===== src/rtl/dcmi_pkg.sv =====
// Shared definitions for the DCMI DMA controller: default widths and the
// controller state encoding.
package dcmi_pkg;

    localparam int DCMI_AW = 18;
    localparam int DCMI_DW = 32;

    typedef enum logic [1:0] {
        IDLE  = 2'd0,
        FETCH = 2'd1,
        WRITE = 2'd2,
        DONE  = 2'd3
    } dma_state_e;

endpackage


===== src/rtl/dcmi_dma_addr_gen.sv =====
// Circular write-address generator for the DCMI DMA controller.
// Holds the window start/length captured at load time, the current word
// address and the in-window word count. A window length of 0 means the full
// 2^AW space: the address simply rolls over and the wrap strobe marks the
// all-ones to zero transition.
module dcmi_dma_addr_gen
    import dcmi_pkg::*;
#(
    parameter int AW = DCMI_AW
) (
    input  logic          clk,
    input  logic          rstn,
    input  logic          i_load,
    input  logic [AW-1:0] i_saddr,
    input  logic [AW-1:0] i_len,
    input  logic          i_inc,
    output logic [AW-1:0] o_addr,
    output logic          o_wrap
);

    logic [AW-1:0] r_addr;
    logic [AW-1:0] r_wcnt;
    logic [AW-1:0] r_saddr;
    logic [AW-1:0] r_len;
    logic          r_wrap;
    logic          w_last;
    logic          w_roll;

    // last word of a finite window, or rollover of a full-space window
    always_comb begin
        w_last = (r_len != '0) && (r_wcnt == (r_len - AW'(1)));
        w_roll = (r_len == '0) && (r_addr == '1);
    end

    // window capture, address advance and single-cycle wrap strobe
    always_ff @(posedge clk) begin
        if (!rstn) begin
            r_addr  <= '0;
            r_wcnt  <= '0;
            r_saddr <= '0;
            r_len   <= '0;
            r_wrap  <= 1'b0;
        end else begin
            r_wrap <= 1'b0;
            if (i_load) begin
                r_addr  <= i_saddr;
                r_saddr <= i_saddr;
                r_len   <= i_len;
                r_wcnt  <= '0;
            end else if (i_inc) begin
                if (w_last) begin
                    r_addr <= r_saddr;
                    r_wcnt <= '0;
                    r_wrap <= 1'b1;
                end else begin
                    r_addr <= r_addr + AW'(1);
                    r_wcnt <= r_wcnt + AW'(1);
                    r_wrap <= w_roll;
                end
            end
        end
    end

    assign o_addr = r_addr;
    assign o_wrap = r_wrap;

endmodule


===== src/rtl/dcmi_dma_ctrl.sv =====
// DCMI DMA controller: moves captured words from the ping-pong buffer head
// into word-addressed SRAM over a req/gnt port, walking a circular window.
// Optional feature macro: DCMI_DMA_WCNT_EN adds the frame_wcnt output
// (words written in the last completed frame).
module dcmi_dma_ctrl
    import dcmi_pkg::*;
#(
    parameter int AW = DCMI_AW,
    parameter int DW = DCMI_DW
) (
    input  logic          hclk,
    input  logic          rstn,
    input  logic          capture_en,
    input  logic          capture_start,
    input  logic          snapshot_mode,
    input  logic          frame_end,
    input  logic [AW-1:0] dma_saddr,
    input  logic [AW-1:0] dma_len,
    input  logic          buf_rdy,
    input  logic [DW-1:0] buf_data,
    output logic          buf_rd,
    output logic          mem_req,
    input  logic          mem_gnt,
    output logic [AW-1:0] mem_addr,
    output logic [DW-1:0] mem_wdata,
    output logic          dma_busy,
    output logic          dma_frame_done,
    output logic          dma_wrap
`ifdef DCMI_DMA_WCNT_EN
    ,
    output logic [AW-1:0] frame_wcnt
`endif
);

    dma_state_e    r_state;
    dma_state_e    w_nstate;
    logic          r_busy;
    logic          r_end_pend;
    logic [DW-1:0] r_wdata;
    logic          w_load;
    logic          w_pop;
    logic          w_inc;

    // state register, busy flag, pending frame end and write data latch
    always_ff @(posedge hclk) begin
        if (!rstn) begin
            r_state    <= IDLE;
            r_busy     <= 1'b0;
            r_end_pend <= 1'b0;
            r_wdata    <= '0;
        end else begin
            r_state <= w_nstate;
            r_busy  <= (w_nstate != IDLE);
            if (w_pop) begin
                r_wdata <= buf_data;
            end
            // a frame end arriving in DONE belongs to the next frame, so set wins
            if (w_load) begin
                r_end_pend <= 1'b0;
            end else if (frame_end && (r_state != IDLE)) begin
                r_end_pend <= 1'b1;
            end else if (r_state == DONE) begin
                r_end_pend <= 1'b0;
            end
        end
    end

    // next-state and strobe decode; abort has priority over fetching
    always_comb begin
        w_nstate = r_state;
        w_load   = 1'b0;
        w_pop    = 1'b0;
        case (r_state)
            IDLE: begin
                if (capture_start) begin
                    w_load   = 1'b1;
                    w_nstate = FETCH;
                end
            end
            FETCH: begin
                if (!capture_en) begin
                    w_nstate = IDLE;
                end else if (buf_rdy) begin
                    w_pop    = 1'b1;
                    w_nstate = WRITE;
                end else if (r_end_pend) begin
                    w_nstate = DONE;
                end
            end
            WRITE: begin
                if (mem_gnt) begin
                    w_nstate = FETCH;
                end
            end
            DONE: begin
                if (snapshot_mode || !capture_en) begin
                    w_nstate = IDLE;
                end else begin
                    w_nstate = FETCH;
                end
            end
            default: w_nstate = IDLE;
        endcase
    end

    assign w_inc = (r_state == WRITE) && mem_gnt;

    dcmi_dma_addr_gen #(
        .AW (AW)
    ) u_addr_gen (
        .clk     (hclk),
        .rstn    (rstn),
        .i_load  (w_load),
        .i_saddr (dma_saddr),
        .i_len   (dma_len),
        .i_inc   (w_inc),
        .o_addr  (mem_addr),
        .o_wrap  (dma_wrap)
    );

`ifdef DCMI_DMA_WCNT_EN
    logic [AW-1:0] r_fcnt;
    logic [AW-1:0] r_frame_wcnt;

    // per-frame write count, published on entry to DONE
    always_ff @(posedge hclk) begin
        if (!rstn) begin
            r_fcnt       <= '0;
            r_frame_wcnt <= '0;
        end else begin
            if (w_load || (r_state == DONE)) begin
                r_fcnt <= '0;
            end else if (w_inc) begin
                r_fcnt <= r_fcnt + AW'(1);
            end
            if ((r_state != DONE) && (w_nstate == DONE)) begin
                r_frame_wcnt <= r_fcnt;
            end
        end
    end

    assign frame_wcnt = r_frame_wcnt;
`endif

    assign buf_rd         = w_pop;
    assign mem_req        = (r_state == WRITE);
    assign mem_wdata      = r_wdata;
    assign dma_busy       = r_busy;
    assign dma_frame_done = (r_state == DONE);

endmodule


===== config.mk =====
export PLATFORM = sky130hd
export DESIGN_NAME = dcmi_dma_ctrl
export DESIGN_NICKNAME = d
export VERILOG_FILES = /design/src/rtl/dcmi_pkg.sv /design/src/rtl/dcmi_dma_addr_gen.sv /design/src/rtl/dcmi_dma_ctrl.sv
export SDC_FILE = /design/constraint.sdc
export NUM_CORES = 1
export LEC_CHECK = 0
export BUFFER_PORTS_ARGS = -buffer_cell sky130_fd_sc_hd__buf_2
export CAP_MARGIN = 5
export CORE_MARGIN = 2
export CORE_UTILIZATION = 45
export DETAILED_ROUTE_END_ITERATION = 7
export HOLD_SLACK_MARGIN = 0.05
export PLACE_DENSITY = 0.68
export SETUP_SLACK_MARGIN = 0.4
export SLEW_MARGIN = 20
export SYNTH_ARGS = -nofsm -noshare
export SYNTH_HDL_FRONTEND = slang
export SYNTH_HIERARCHICAL = 1
export SYNTH_SLANG_ARGS = --single-unit

===== constraint.sdc =====
create_clock -name hclk -period 10 [get_ports hclk]
set_clock_uncertainty 0.1 [all_clocks]
set_input_delay 0.5 -clock hclk [delete_from_list [all_inputs] [get_ports hclk]]
set_output_delay 0.5 -clock hclk [all_outputs]
set_load 0.05 [all_outputs]

Yosys cells after proc, flatten, opt, wreduce, memory -nomap -nowiden --
Index checks and enable logic that the tools add are counted.
Cells by class: reduce and logical (&&, ||, !) cells 15, eq/ne operators 5, bitwise logic cells 2, muxes and demuxes 19, add/subtract/negate cells 3
Operators by type and width (count):
- $mux 18 | 4
- $add 18x1->18 const B | 2
- $eq 18x18->1 | 1
- $eq 18x18->1 const B | 1
- $logic_not 18->1 | 1
- $reduce_bool 18->1 | 1
- $sub 18x1->18 const B | 1
- $mux 2 | 5
- $mux 1 | 9
- $pmux 2 s4 | 1
- $reduce_bool 2->1 | 4
- $eq 2x2->1 const B | 2
- $logic_and 1x1->1 | 4
- $reduce_or 3->1 | 1
- $eq 2x1->1 const B | 1
- $logic_not 2->1 | 1
- $not 1->1 | 2
- $reduce_or 2->1 | 1
- $logic_not 1->1 | 1
- $logic_or 1x1->1 | 1
Word-level totals: register bits 109, bits of input ports 76

Depth between registers and ports, before layout --
word-level depth 6, mapped depth 13, mapped depth without buffers 10

By module --
The synthesis kept the hierarchy.
By module, submodules not included:
- dcmi_dma_addr_gen | instances 1, cells an instance 479, seq. area each 1461.4 um2, area each 4058.9 um2
- dcmi_dma_ctrl | instances 1, cells an instance 171, seq. area each 720.7 um2, area each 1645.3 um2

Worst setup path after synthesis --
Ideal clock, no wire load.
path type register to register, start reg u_addr_gen.r_len[0], end reg u_addr_gen.r_addr[17] (netlist: u_addr_gen/o_addr[17]), arrival time 3.163 ns, clock period less this slack 3.394 ns, library setup time 0.131 ns, data required time 9.769 ns, stages on the path, launching flop included 14, slack 6.606 ns, cell sequence dfxtp_1 -> buf_6 -> inv_1 -> ha_1 -> buf_2 -> or4b_2 -> nor4_2 -> mux2_2 -> a22o_1 -> a2bb2oi_1 -> nand3_1 -> clkbuf_1 -> mux2i_1 -> a21boi_0
On the way: cells in the longest elaborated chain, start to end 6, elaborated cells on any way between the ends 7, those cells by class add/sub (1); eq/ne (1); mux (3); reduce/logical (2)
RTL lines:
- start: declaration | RTL line dcmi_dma_addr_gen.sv:24 | logic [AW-1:0] r_len;
- start signal: assignment | RTL line dcmi_dma_addr_gen.sv:48 | r_len <= i_len;
- $sub 18x1->18 | RTL line dcmi_dma_addr_gen.sv:31 | w_last = (r_len != '0) && (r_wcnt == (r_len - AW'(1)));
- $eq 18x18->1 | RTL line dcmi_dma_addr_gen.sv:31
- $logic_and 1x1->1 (*) | RTL line dcmi_dma_addr_gen.sv:31
- $mux 18 (*) | RTL line dcmi_dma_addr_gen.sv:51 | if (w_last) begin
- $mux 18 (*) | RTL line dcmi_dma_addr_gen.sv:50 | end else if (i_inc) begin
- $mux 18 (*) | RTL line dcmi_dma_addr_gen.sv:45 | if (i_load) begin
- end signal: assignment | RTL line dcmi_dma_addr_gen.sv:46 | r_addr <= i_saddr;
- end signal: assignment | RTL line dcmi_dma_addr_gen.sv:52 | r_addr <= r_saddr;
- end signal: assignment | RTL line dcmi_dma_addr_gen.sv:56 | r_addr <= r_addr + AW'(1);
- end: declaration | RTL line dcmi_dma_addr_gen.sv:21 | logic [AW-1:0] r_addr;
Mark *: on every way between the ends. The rest lies on a longest branch, timed or not. The select of a mux whose other input is x is not followed. A chain may end at the register's enable or synchronous reset.

Worst setup path after layout --
start reg u_addr_gen.r_len[0], end reg u_addr_gen.r_wcnt[13]
On the way: cells in the longest elaborated chain, start to end 4, elaborated cells on any way between the ends 5, those cells by class add/sub (1); eq/ne (1); mux (1); reduce/logical (2)
RTL lines:
- $sub 18x1->18 | RTL line dcmi_dma_addr_gen.sv:31
- $eq 18x18->1 | RTL line dcmi_dma_addr_gen.sv:31
- $logic_and 1x1->1 (*) | RTL line dcmi_dma_addr_gen.sv:31
- $mux 18 (*) | RTL line dcmi_dma_addr_gen.sv:51
- end signal: assignment | RTL line dcmi_dma_addr_gen.sv:57 | r_wcnt <= r_wcnt + AW'(1);
- end: declaration | RTL line dcmi_dma_addr_gen.sv:22 | logic [AW-1:0] r_wcnt;
Mark *: on every way between the ends. The rest lies on a longest branch, timed or not.

==> metrics <==
status=finished, final reports clean; Chip Width=117 um; die height=117 um; total power=1010 uW; period utilisation layout=40.8%; reg2reg path depth=10; Resize count post-CTS=0; Worst R2R Setup Slack=5920 ps; Worst path depth=10; WP data arrival=4200 ps; routability cong.=0.933; Gate Count Post-Synth=650; io pins=131; peak supply drop=0.000117 V; first-pass GRT wire length=23.5 mm; Worst-Margin Slew=1050 ps; power per standard cell area=151 nW/um2; clk sink count=109; Gate power share=17.2%; critical setup path kind=flop to flop; Setup Total Neg Slack=0 ps; Inserted Diodes=0; die area=13,600 um2; Post-synth EDFFs=0; Setup crit end kind=flop; Reg2Reg Capture Point=u_addr_gen/r_wcnt[13]$_SDFFE_PP0P_; Vias=5,048; Clock Pin Slew Worst Setup and Hold Paths=70 ps; Hold Crit Endpoint=mem_wdata[4]$_SDFFE_PN0P_; gr ovfl total=0; Slowest cell on crit path=o21ai_2; syn nets=729; Netlist cell types=76; I/O Buffers=130; max-slew violations=0; layout cells sized above 1=28.4%; FP Rows=41; Initial DRT Pass Iterations=5; critical-path cell list=inv_1 -> ha_1 -> or4b_2 -> nor4_2 -> mux2_2 -> a22o_1 -> a2bb2oi_1 -> nand3_1 -> o21ai_2 -> nor2_1; Min-Delay Path Depth=3; Syn-to-layout area delta=16.5%; total of max-cap violations=0; switching part of the total=28.7%; # hold bufs at CTS=0; YS warnings=6; hpwl dp=10.3 mm; Place WS=5600 ps; largest net degree at the start of global routing=84; Initial Util=45.6%; Finished Core Util=53.1%; Synth Flop Type=dfxtp_1; Routed Antenna Nets=0; Final #Nets=832; P_leak=0.00274 uW; Int Pwr=717 uW; Final Hold Fails=0; Placed Area=6350 um2; post-route cell area=6640 um2; drt first-iter violations=222; CP max stage delay=740 ps; Skew-Pair Late Insertion Delay=360 ps; crit path from=u_addr_gen/r_len[0]$_SDFFE_PN0P_; wire per inst=15.7 um; post-synthesis cell area=5700 um2; RR Startpoint=u_addr_gen/r_len[0]$_SDFFE_PN0P_; crit start category=flop; Vias/cell=5.43; Max FO, Critical Path=17; register share of total power=47.0%; Detailed Route WL=14.5 mm; Slew headroom=29.5%; initial antenna violation count=0; DRC=0; register area share after synthesis=38.3%; flops & latches, synth=109; count of final setup violators=0; worst hold path class=input port to flop; delay-heaviest family, CP=simple AND/OR/NAND/NOR gates; Mapped Avg Cell Area=8.78 um2; clk root buf=clkbuf_16; net switching power=289 uW; CP bufs+invs=1; setup ws final=5920 ps; Clk network pwr share=35.8%; vias in the first global route=4,893; H-tree depth=3; CTS tree=yes; hold_sp=buf_data[4]; # Post-CTS Setup Buffers=0; critical path data required time=10,120 ps; FMAX=245 MHz; core area=12,500 um2; fin crit period=4080 ps; RSZ-0062 raised after global routing=false; CTS Buf Count=9; asr flop ratio synth=0%; Max clock buf depth=2; GRT Util Overall=21.9%
==> metrics by stage <==
| stage | hold WS, ps | instances |
|---|---|---|
| 2_1_floorplan | 342 | 650 |
| 4_1_cts | 244 | 929 |
| 5_1_grt | 265 | 929 |
| 6_report | 256 | 929 |
| 3_5_place_dp | 343 | 914 |
| 3_3_place_gp | 334 | 914 |
==> layer usage <==
layer	up-vias	track usage [%]	wire length [um]
met5	-	0	0
met4	0	7.84	221
met3	16	4.15	665
met2	141	38.0	7340
met1	2375	27.1	6320
li1	2516	-	-
==> kinds of logic after synthesis <==
family	count (synthesis)	share of synthesized area, %
xor gates and xnor gates	39	5.99
and+or+nand+nor	282	26.7
buffers and inverters	55	5.48
muxes	43	7.61
DFF	109	38.3
AOI/OAI and AO/OA	119	15.3
adders and majority gates	3	0.658
==> final cells by class <==
| class | count | area [um2] |
|---|---|---|
| Multi-Input combinational cell | 486 | 3220 |
| Inverter | 12 | 45.0 |
| Sequential cell | 109 | 2180 |
| Fill cell | 1241 | 5870 |
| Tap cell | 172 | 215 |
| Timing Repair Buffer | 135 | 688 |
| Clock inverter | 3 | 46.3 |
| Clock buffer | 12 | 246 |
==> registers in the layout (all words and copies together), names as in the netlist <==
name and count:
r_end_pend 1, u_addr_gen/r_saddr 18, mem_wdata 32, u_addr_gen/r_len 18, r_state 2, u_addr_gen/r_wcnt 18, dma_busy 1, u_addr_gen/o_wrap 1
u_addr_gen/o_addr 18
==> power groups by stage <==
stage / clock (uW) / sequential (uW) / combinational [uW]
floorplan: 0 / 504 / 105
global placement: 0 / 481 / 168
detailed placement: 0 / 483 / 171
CTS: 372 / 472 / 172
global route: 384 / 476 / 188
finish: 360 / 473 / 173
==> how the worst max path moves through the flow <==
stage | end | slack [ps]
detailed placement | u_addr_gen/r_wcnt[13]$_SDFFE_PP0P_ | 5600
global route | u_addr_gen/r_wcnt[10]$_SDFFE_PP0P_ | 5590
global placement | u_addr_gen/r_wcnt[16]$_SDFFE_PP0P_ | 5760
finish | u_addr_gen/r_wcnt[13]$_SDFFE_PP0P_ | 5920
CTS | u_addr_gen/r_wcnt[13]$_SDFFE_PP0P_ | 5600
floorplan | u_addr_gen/o_addr[17]$_SDFFE_PN0P_ | 6610
==> cells in the mapped netlist (4+ instances only) <==
master    number  area share (%)
o21ai_2       27             4.1
and3_1        11             1.2
buf_6          6             1.2
o21ai_1        6            0.53
xor2_1        19             2.9
nand3_2       17             3.0
o31ai_1       10             1.3
xnor2_1       20             3.1
nor2_1        80             5.3
nor3_1        10            0.88
mux2i_1       40             7.0
a21oi_1       17             1.5
a221oi_1       5            0.77
buf_1          4            0.26
o21ai_0       15             1.3
nand3_1       43             3.8
inv_1         10            0.66
nand2_1       59             3.9
and2_1         7            0.77
nand4_1        9            0.99
clkbuf_1      20             1.3
nand2b_1       5            0.55
a31oi_1        7            0.77
dfxtp_1      109              38
and4_1         5            0.77
buf_2          6            0.53
nor2b_1        7            0.77
nor4_1         4            0.44
==> worst register-to-register path, delay by kind of cell (launching register included) <==
| family | cells | cell delay [ps] |
|---|---|---|
| AOI/OAI and AO/OA | 3 | 1150 |
| and+or+nand+nor | 4 | 1690 |
| muxes | 1 | 220 |
| adders and majority gates | 1 | 330 |
| buffers and inverters | 1 | 90 |
| DFF | 1 | 390 |
==> layout by cell type, fill, tap and decap left out, types with 3 or more instances in the layout <==
cell	Yosys	layout
and4_1	5	5
nand3_2	17	17
o22ai_1	3	3
mux2_2	3	3
clkbuf_16	0	9
a221oi_1	5	5
and2_1	7	7
a21oi_1	17	17
and3_1	11	11
mux2i_1	40	40
nor3_1	10	10
buf_2	6	130
o21a_1	3	3
a31oi_1	7	7
o21ai_0	15	15
o21ai_1	6	5
nand4_1	9	9
xnor2_1	20	20
o31ai_1	10	10
nor2_1	80	80
nand3_1	43	43
buf_4	2	5
or4_1	3	3
o21ai_2	27	28
nand2b_1	5	5
nand2_1	59	59
ha_1	3	3
a41o_1	3	3
nor2b_1	7	7
inv_1	10	10
dfxtp_1	109	109
xor2_1	19	19
nor4_1	4	4
(Power assumes the default switching activity.)
